File: src/rtl/microwave_timer_ctrl.sv
// Microwave countdown timer: keypad BCD entry, start/stop/clear, door interlock, 1 Hz countdown.
// Define ADD30_EN to make start add 30 s while cooking and load 0:30 from an empty display.
module microwave_timer_ctrl #(
    parameter int TICKS_PER_SEC = 100
) (
    input  logic       clock,
    input  logic       reset,
    input  logic       key_valid,
    input  logic [3:0] key_digit,
    input  logic       start,
    input  logic       stop,
    input  logic       clear,
    input  logic       door_closed,
    output logic [3:0] min,
    output logic [3:0] sec_tens,
    output logic [3:0] sec_ones,
    output logic       mag_on,
    output logic       done
);

    localparam int              PW      = $clog2(TICKS_PER_SEC);
    localparam logic [PW-1:0]   PS_LAST = PW'(TICKS_PER_SEC - 1);

    typedef enum logic [1:0] {
        IDLE,
        COOK,
        PAUSED
    } state_t;

    state_t        state;
    logic [PW-1:0] prescaler;

    logic       time_zero;
    logic       key_ok;
    logic       hold_req;
    logic       tick;
    logic       add_now;

    logic [3:0] dec_min;
    logic [3:0] dec_tens;
    logic [3:0] dec_ones;
    logic       dec_zero;

    logic [3:0] add_min;
    logic [3:0] add_tens;
    logic [3:0] add_ones;
    logic [3:0] tens_sum;

    assign time_zero = (min == 4'd0) && (sec_tens == 4'd0) && (sec_ones == 4'd0);
    // A shift is only legal when the digit moving into sec_tens is still 0..5.
    assign key_ok    = key_valid && (key_digit <= 4'd9) && (sec_ones <= 4'd5);
    assign hold_req  = stop || !door_closed;
    assign tick      = (prescaler == PS_LAST);

`ifdef ADD30_EN
    assign add_now = start;
`else
    assign add_now = 1'b0;
`endif

    // BCD borrow chain for the one-second decrement; seconds tens wrap to 5.
    always_comb begin
        dec_min  = min;
        dec_tens = sec_tens;
        dec_ones = sec_ones;
        if (sec_ones != 4'd0) begin
            dec_ones = sec_ones - 4'd1;
        end else begin
            dec_ones = 4'd9;
            if (sec_tens != 4'd0) begin
                dec_tens = sec_tens - 4'd1;
            end else begin
                dec_tens = 4'd5;
                dec_min  = min - 4'd1;
            end
        end
    end

    assign dec_zero = (min == 4'd0) && (sec_tens == 4'd0) && (sec_ones == 4'd1);

    // +30 s: base-6 carry out of the tens digit, saturate at 9:59 on minute overflow.
    always_comb begin
        tens_sum = sec_tens + 4'd3;
        add_min  = min;
        add_tens = tens_sum;
        add_ones = sec_ones;
        if (tens_sum >= 4'd6) begin
            add_tens = tens_sum - 4'd6;
            if (min == 4'd9) begin
                add_min  = 4'd9;
                add_tens = 4'd5;
                add_ones = 4'd9;
            end else begin
                add_min = min + 4'd1;
            end
        end
    end

    // NOTE: every register, outputs included, is updated with non-blocking
    // assignments in this single block so all next-state terms see pre-edge values.
    always_ff @(posedge clock) begin
        if (reset) begin
            state     <= IDLE;
            min       <= 4'd0;
            sec_tens  <= 4'd0;
            sec_ones  <= 4'd0;
            prescaler <= '0;
            mag_on    <= 1'b0;
            done      <= 1'b0;
        end else begin
            done <= 1'b0;
            case (state)
                IDLE: begin
                    if (clear) begin
                        min       <= 4'd0;
                        sec_tens  <= 4'd0;
                        sec_ones  <= 4'd0;
                        prescaler <= '0;
                    end else if (!hold_req) begin
                        if (start) begin
                            if (!time_zero) begin
                                state     <= COOK;
                                mag_on    <= 1'b1;
                                prescaler <= '0;
                            end else if (add_now) begin
                                sec_tens  <= 4'd3;
                                state     <= COOK;
                                mag_on    <= 1'b1;
                                prescaler <= '0;
                            end
                        end else if (key_ok) begin
                            min      <= sec_tens;
                            sec_tens <= sec_ones;
                            sec_ones <= key_digit;
                        end
                    end
                end

                COOK: begin
                    if (clear) begin
                        state     <= IDLE;
                        mag_on    <= 1'b0;
                        min       <= 4'd0;
                        sec_tens  <= 4'd0;
                        sec_ones  <= 4'd0;
                        prescaler <= '0;
                    end else if (hold_req) begin
                        state  <= PAUSED;
                        mag_on <= 1'b0;
                    end else begin
                        prescaler <= tick ? '0 : prescaler + PW'(1);
                        // A start that lands on the wrap cycle wins; that second's decrement is dropped.
                        if (add_now) begin
                            min      <= add_min;
                            sec_tens <= add_tens;
                            sec_ones <= add_ones;
                        end else if (tick) begin
                            min      <= dec_min;
                            sec_tens <= dec_tens;
                            sec_ones <= dec_ones;
                            if (dec_zero) begin
                                state  <= IDLE;
                                mag_on <= 1'b0;
                                done   <= 1'b1;
                            end
                        end
                    end
                end

                PAUSED: begin
                    if (clear) begin
                        state     <= IDLE;
                        min       <= 4'd0;
                        sec_tens  <= 4'd0;
                        sec_ones  <= 4'd0;
                        prescaler <= '0;
                    end else if (!hold_req && start) begin
                        state  <= COOK;
                        mag_on <= 1'b1;
                    end
                end

                default: begin
                    state  <= IDLE;
                    mag_on <= 1'b0;
                end
            endcase
        end
    end

endmodule

File: config.mk
export PLATFORM = sky130hd
export DESIGN_NAME = microwave_timer_ctrl
export DESIGN_NICKNAME = d
export VERILOG_FILES = /design/src/rtl/microwave_timer_ctrl.sv
export SDC_FILE = /design/constraint.sdc
export NUM_CORES = 1
export LEC_CHECK = 0
export ABC_CLOCK_PERIOD_IN_PS = 2650
export CORE_ASPECT_RATIO = 0.5
export CORE_MARGIN = 2
export CORE_UTILIZATION = 48
export DETAILED_ROUTE_END_ITERATION = 12
export PLACE_DENSITY = 0.73
export SYNTH_ARGS = -nofsm -noshare
export SYNTH_HDL_FRONTEND = slang
export SYNTH_SLANG_ARGS = --single-unit
File: constraint.sdc
create_clock -name clock -period 2.65 [get_ports clock]
set_clock_uncertainty 0.2 [all_clocks]
set_input_delay 0.53 -clock clock [delete_from_list [all_inputs] [get_ports clock]]
set_output_delay 0.53 -clock clock [all_outputs]
set_load 0.005 [all_outputs]
==> results of run 1 <==
==> synthesized netlist by cell type (all sizes together) (3+ instances only) <==
library cell	n	area (um2)
dfxtp	23	460.4
a21oi	14	70.07
nand2	14	52.55
nor2	14	52.55
inv	11	41.29
nand3	10	50.05
o21ai	8	40.04
ha	7	87.58
o31ai	7	52.55
clkbuf	6	22.52
mux2i	5	50.05
nor4	5	46.29
or3	5	31.28
or4	5	37.54
a211o	4	43.80
nand2b	4	25.02
nor2b	4	25.02
a31oi	3	18.77
buf	3	20.01
nor3b	3	22.52
o32ai	3	26.28
==> power by group through the flow <==
stage | sequential, mW | combinational [mW] | clock (mW)
after floorplan | 0.370 | 0.124 | 0
after global placement | 0.369 | 0.217 | 0
after detailed placement | 0.369 | 0.219 | 0
after CTS | 0.361 | 0.220 | 0.231
after global routing | 0.362 | 0.247 | 0.249
final | 0.361 | 0.228 | 0.227
==> worst reg2reg max path, cell delays in order (launching register included) <==
cell	delay, ns
dfxtp_1	0.33
inv_1	0.11
ha_2	0.23
or3b_2	0.52
or4_1	0.57
o21a_1	0.17
a211o_1	0.31
nand2_1	0.06
==> flip-flops by register name, indices dropped and copies added (netlist names) <==
name       cells
min            4
done           1
sec_ones       4
mag_on         1
state          2
sec_tens       4
prescaler      7
==> logic make-up (layout without fill, tap and decap cells) <==
logic type,Yosys count,in the layout,synth area share (%)
xor+xnor,2,2,1.132
buf+inv,20,63,5.416
fa+ha+maj,7,7,5.659
flops,23,23,29.75
mux,5,5,3.234
compound gates,55,55,26.03
simple gates,78,78,28.78
==> routing by layer <==
metal / track usage (%) / part of all wire, % / up-vias
met2: 37.14 / 44 / 57
met5: 0 / 0 / -
met3: 5.410 / 7.1 / 2
met1: 32.54 / 48 / 726
li1: - / - / 798
met4: 4.839 / 0.68 / 0
==> final cells by class <==
type	instances	area share, %
multi-input combinational	147	49.85
sequential	23	22.70
timing repair buffer	48	20.73
tap	40	2.468
clock buffer	4	2.221
inverter	11	2.036
==> timing repair <==
| item | in CTS | in global routing |
|---|---|---|
| setup buffers | 0 | 1 |
| endpoints found under the setup margin | 0 | 6 |
| resized for setup | 0 | 2 |
| hold endpoints to repair | 0 | 0 |
==> through the flow <==
step	std cells	total power, mW	TNS, ns
6_report	273	0.8157	0
5_1_grt	273	0.8586	0
4_1_cts	272	0.8122	0
3_5_place_dp	268	0.5883	-0.7702
3_3_place_gp	268	0.5855	-0.3972
2_1_floorplan	190	0.4941	0
==> worst max path at each step <==
stage | startpoint | end
finish | clear | sec_ones[1]
global route | sec_tens[0] | state[0]
CTS | sec_tens[0] | state[0]
detailed placement | clear | sec_ones[1]
global placement | clear | sec_ones[1]
floorplan | state[1] | sec_ones[1]
==> layout by cell type, fill, tap and decap left out, types with 4 or more instances in the layout <==
cell type        instances
inv_1                   11
or4_1                    5
or3_1                    5
nand3_1                 10
buf_4                   24
a21oi_1                 14
o21ai_0                  8
nand2b_1                 4
ha_1                     6
nor4_1                   4
o31ai_1                  6
mux2i_1                  5
dfxtp_1                 23
nor2b_1                  4
nand2_1                 14
clkdlybuf4s50_1         24
nor2_1                  14
==> metrics.md, run 1 <==
| Metric | Value |
|---|---|
| Startpoint Class | `input port` |
| Port Buf Inserts | `24` |
| Yosys warning count | `0` |
| DRT antenna net count | `0` |
| Number of synthesized flops with an enable pin | `0` |
| Ys flop type | `dfxtp_1` |
| DRT iter0 DRCs | `189` |
| Mapped Area | `1548 um2` |
| Clock Power Share | `27.8%` |
| Peak VDD IR | `0.0002498 V` |
| Final-report max-slew violation count | `0` |
| Max-Cap Viols | `0` |
| Die Ht | `44.16 um` |
| Site Rows | `14` |
| DR vias | `1583` |
| Setup violators final | `0` |
| Fin worst setup slack | `0.1029 ns` |
| Synth async-reset ratio | `0%` |
| Clock Sinks | `23` |
| Number of diodes | `0` |
| Antenna violations before repair | `0` |
| Net switching power | `241.2 uW` |
| Register area share after synthesis | `29.75%` |
| Ports | `25` |
| Synth Instances | `190` |
| Area taken by multi-input logic gates | `1011 um2` |
| Dpl ws | `-0.1787 ns` |
| RSZ-0062 raised after global routing | `false` |
| Number of fill cells | `270` |
| Reg2reg path depth | `7` |
| Max transition margin | `73.68%` |
| Skew-Pair Late Insertion Delay | `0.27 ns` |
| Largest net degree at the start of global routing | `14` |
| R2r endpoint | `state[0]` |
| Residual DRC | `0` |
| Fin. Hold Viols | `0` |
| Total grt overflow | `0` |
| Sequential Power Share | `44.2%` |
| Crit path DAT | `2.53 ns` |
| H-tree level count | `1` |
| Mapped Avg Cell Area | `8.146 um2` |
| Post-DP HPWL | `3.060 mm` |
| Share of cells above drive strength 1 | `15.45%` |
| P per Cell Area | `402.2 nW/um2` |
| GR Util All Layers | `23.20%` |
| Max incr delay on CP | `0.51 ns` |
| Status | `finished clean` |
| Yosys cell types | `47` |
| Synth-to-Final Area Change | `31.04%` |
| Routed WL per cell | `14.51 um` |
| Nets | `252` |
| Required @ worst endpoint | `2.64 ns` |
| Post-DP Area | `1968 um2` |
| Max clock buf depth | `2` |
| Hold path startpoint | `prescaler[1]` |
| Gpl congestion | `0.9074` |
| Core Area | `3030 um2` |
| CP cell instances | `clkdlybuf4s50_1 -> o21ba_1 -> a211o_4 -> or3_1 -> or4_1 -> o31ai_1` |
| First-pass GRT wire length | `6.775 mm` |
| Crit path max fanout | `4` |
| Number of buffers and inverters on the critical path | `1` |
| Worst slew pin tran | `0.3934 ns` |
| Die ar. | `3722 um2` |
| Via density | `5.799` |
| Reg-to-reg slack, setup | `0.10 ns` |
| Hold Slack | `0.2760 ns` |
| Final wirelength | `3.962 mm` |
| Worst R2R Start | `sec_tens[0]` |
| Slowest stage cell, crit path | `clkdlybuf4s50_1` |
| Combinational share of power | `27.9%` |
| Starting Density | `51.07%` |
| Crit. End Element | `register` |
| Syn Nets | `208` |
| Die width | `84.31 um` |
| Root Driver | `clkbuf_8` |
| Clock transition at the registers of the reported paths | `0.09 ns` |
| Post-CTS Hold Buffers | `0` |
| Cell area after layout | `2028 um2` |
| TritonCTS buffer count | `3` |
| Drt pass-1 iters | `4` |
| Vias in the first global route | `1386` |
| FMAX | `392.6 MHz` |
| Layout Utilization | `66.93%` |
| Hold path endpoint | `prescaler[1]` |
| Hold Path Depth | `2` |
| Min Tclk post-route | `2.547 ns` |
| Synthesized flop and latch total | `23` |
| Crit path max-delay family | `simple AND/OR/NAND/NOR gates` |
| Final worst path period share | `96.12%` |
| Switch share | `29.57%` |
| Cell Int Power | `574.5 uW` |
| Lkg Pwr | `0.7691 nW` |
| Reg area | `460.4 um2` |
| Setup CP Type | `in -> reg` |
| Number of stages on the worst setup path | `6` |
| Hold WC Path Type | `reg -> reg` |
| CTS tree | `done` |
Note: power is estimated with default switching activity, not from simulation.
==> run 2: changes to the inputs <==
--- a/config.mk
+++ b/config.mk
@@ -10,6 +10,7 @@
 export CORE_MARGIN = 2
 export CORE_UTILIZATION = 48
 export DETAILED_ROUTE_END_ITERATION = 12
+export GPL_TIMING_DRIVEN = 0
 export PLACE_DENSITY = 0.73
 export SYNTH_ARGS = -nofsm -noshare
 export SYNTH_HDL_FRONTEND = slang
==> run 2 against run 1 <==
Effect of this change: design area down 7.3%; sequential power about the same; clock power about the same; utilization down 4.9 points; combinational power down 18%; critical path type is now reg -> reg; critical endpoint unchanged; highest routed layer unchanged.
==> metrics.md, run 2 (synthesized netlist as in run 1, its figures left out) <==
| Metric | Value |
|---|---|
| Ports | `25` |
| Crit path DAT | `2.54 ns` |
| DRT antenna net count | `0` |
| Antenna violations before repair | `0` |
| Drt pass-1 iters | `4` |
| Root Driver | `clkbuf_8` |
| Reg2reg path depth | `8` |
| Required @ worst endpoint | `2.64 ns` |
| Total grt overflow | `0` |
| Die Ht | `44.16 um` |
| Max clock buf depth | `2` |
| Startpoint Class | `register` |
| Reg area | `461.7 um2` |
| Number of fill cells | `278` |
| Final-report max-slew violation count | `0` |
| Area taken by multi-input logic gates | `1013 um2` |
| Gpl congestion | `0.8406` |
| P per Cell Area | `414.0 nW/um2` |
| Final worst path period share | `96.22%` |
| Layout Utilization | `62.01%` |
| Synth-to-Final Area Change | `21.42%` |
| Post CTS Setup Buffer Count | `0` |
| Number of diodes | `0` |
| Max reg flops | `7` |
| Slowest stage cell, crit path | `or3_4` |
| Max incr delay on CP | `0.49 ns` |
| Port Buf Inserts | `23` |
| Peak VDD IR | `0.0001887 V` |
| Lkg Pwr | `0.6662 nW` |
| Setup CP Type | `reg -> reg` |
| Core Area | `3030 um2` |
| Routed WL per cell | `15.18 um` |
| Reg-to-reg slack, setup | `0.10 ns` |
| Share of cells above drive strength 1 | `7.407%` |
| Total chip power | `778.0 uW` |
| GR Util All Layers | `22.49%` |
| Hold Path Depth | `2` |
| Nets | `235` |
| H-tree level count | `1` |
| Vias in the first global route | `1330` |
| Fin. Hold Viols | `0` |
| Crit path max fanout | `9` |
| First-pass GRT wire length | `6.479 mm` |
| Hold WC Path Type | `reg -> reg` |
| Biggest register | `prescaler` |
| R2r endpoint | `sec_ones[1]` |
| Max-Cap Viols | `0` |
| DR vias | `1536` |
| Worst slew pin tran | `0.7910 ns` |
| Starting Density | `51.07%` |
| Clock transition at the registers of the reported paths | `0.09 ns` |
| Commonest cells after routing, fill and taps aside | `dfxtp_1, clkdlybuf4s50_1, nor2_1, nand2_1, a21oi_1` |
| Final wirelength | `3.887 mm` |
| Fin worst setup slack | `0.1001 ns` |
| Post-DP HPWL | `2.929 mm` |
| Setup violators final | `0` |
| Crit. End Element | `register` |
| FMAX | `392.2 MHz` |
| Via density | `6.000` |
| DRT iter0 DRCs | `107` |
| Min Tclk post-route | `2.550 ns` |
| Die ar. | `3722 um2` |
| Post-CTS Hold Buffers | `0` |
| Placed Cells | `253` |
| Clock Sinks | `23` |
| Largest net degree at the start of global routing | `14` |
| Skew-Pair Late Insertion Delay | `0.27 ns` |
| RSZ-0062 raised after global routing | `false` |
| CP startpoint | `state[1]` |
| Site Rows | `14` |
| CP cell instances | `inv_1 -> ha_1 -> buf_6 -> nor2b_2 -> o21a_1 -> or3_4 -> or4_1 -> o31ai_1` |
| Die width | `84.31 um` |
| CTS tree | `done` |
| Worst R2R Start | `state[1]` |
| Status | `finished clean` |
| Finished Layout Cells | `256` |
| TritonCTS buffer count | `3` |
| Dpl ws | `-0.3759 ns` |
| Residual DRC | `0` |
| Max transition margin | `46.91%` |
| Critical Path End | `sec_ones[1]` |
==> run 2: layout make-up <==
class	instances	area share, %
Buffer	8	1.997
Clock buffer	3	2.197
Clock inverter	1	0.2663
Inverter	11	2.197
Multi-Input combinational cell	147	53.93
Sequential cell	23	24.57
Tap cell	40	2.663
Timing Repair Buffer	23	12.18
==> run 2: how the worst min path moves through the flow <==
stage | end | from | slack [ns]
after floorplan | prescaler[1] | prescaler[1] | 0.24
after global placement | prescaler[1] | prescaler[1] | 0.26
after detailed placement | prescaler[1] | prescaler[1] | 0.28
after CTS | prescaler[1] | prescaler[1] | 0.29
after global routing | prescaler[1] | prescaler[1] | 0.32
final | prescaler[1] | prescaler[1] | 0.28
==> run 2: timing repair <==
item                       in CTS  in global routing
gates resized for setup         3                  2
setup endpoints to repair       3                  6
gates cloned                    0                  0
pin swaps                       0                  1
==> run 2: per-layer routing <==
layer / part of all wire, % / GRT usage, %
met1: 51 / 33.26
met2: 42 / 32.70
met3: 5.3 / 4.478
met4: 1.5 / 8.065
met5: 0 / 0
==> run 2: worst max-delay path, delay by kind of cell (launching register included) <==
family                   cells  cell delay [ns]
flip-flops                   1             0.35
AO/OA/AOI/OAI                2             0.33
adder cells (fa/ha/maj)      1             0.20
AND/OR/NAND/NOR              3             1.18
buffers and inverters        2             0.21
==> run 2: through the flow <==
step                      cell area, um2  hold slack [ns]  setup TNS [ns]
final                               1879           0.2834               0
after global routing                1879           0.3240               0
after global placement              1828           0.2597          -2.208
after detailed placement            1828           0.2751          -2.147
after floorplan                     1548           0.2441               0
after CTS                           1874           0.2862               0
==> run 2: where the power goes <==
group,internal [mW],switching (mW),leakage [nW],total [mW]
registers,0.354,0.00968,0.186,0.363
logic,0.0820,0.105,0.454,0.187
clock network,0.105,0.122,0.0255,0.227
==> run 3: changes to the inputs <==
--- a/config.mk
+++ b/config.mk
@@ -6,6 +6,7 @@
 export NUM_CORES = 1
 export LEC_CHECK = 0
 export ABC_CLOCK_PERIOD_IN_PS = 2650
+export CAP_MARGIN = 20
 export CORE_ASPECT_RATIO = 0.5
 export CORE_MARGIN = 2
 export CORE_UTILIZATION = 48
==> results of run 3 <==
No change in the layout: final DEF, timing and power equal those of run 2.
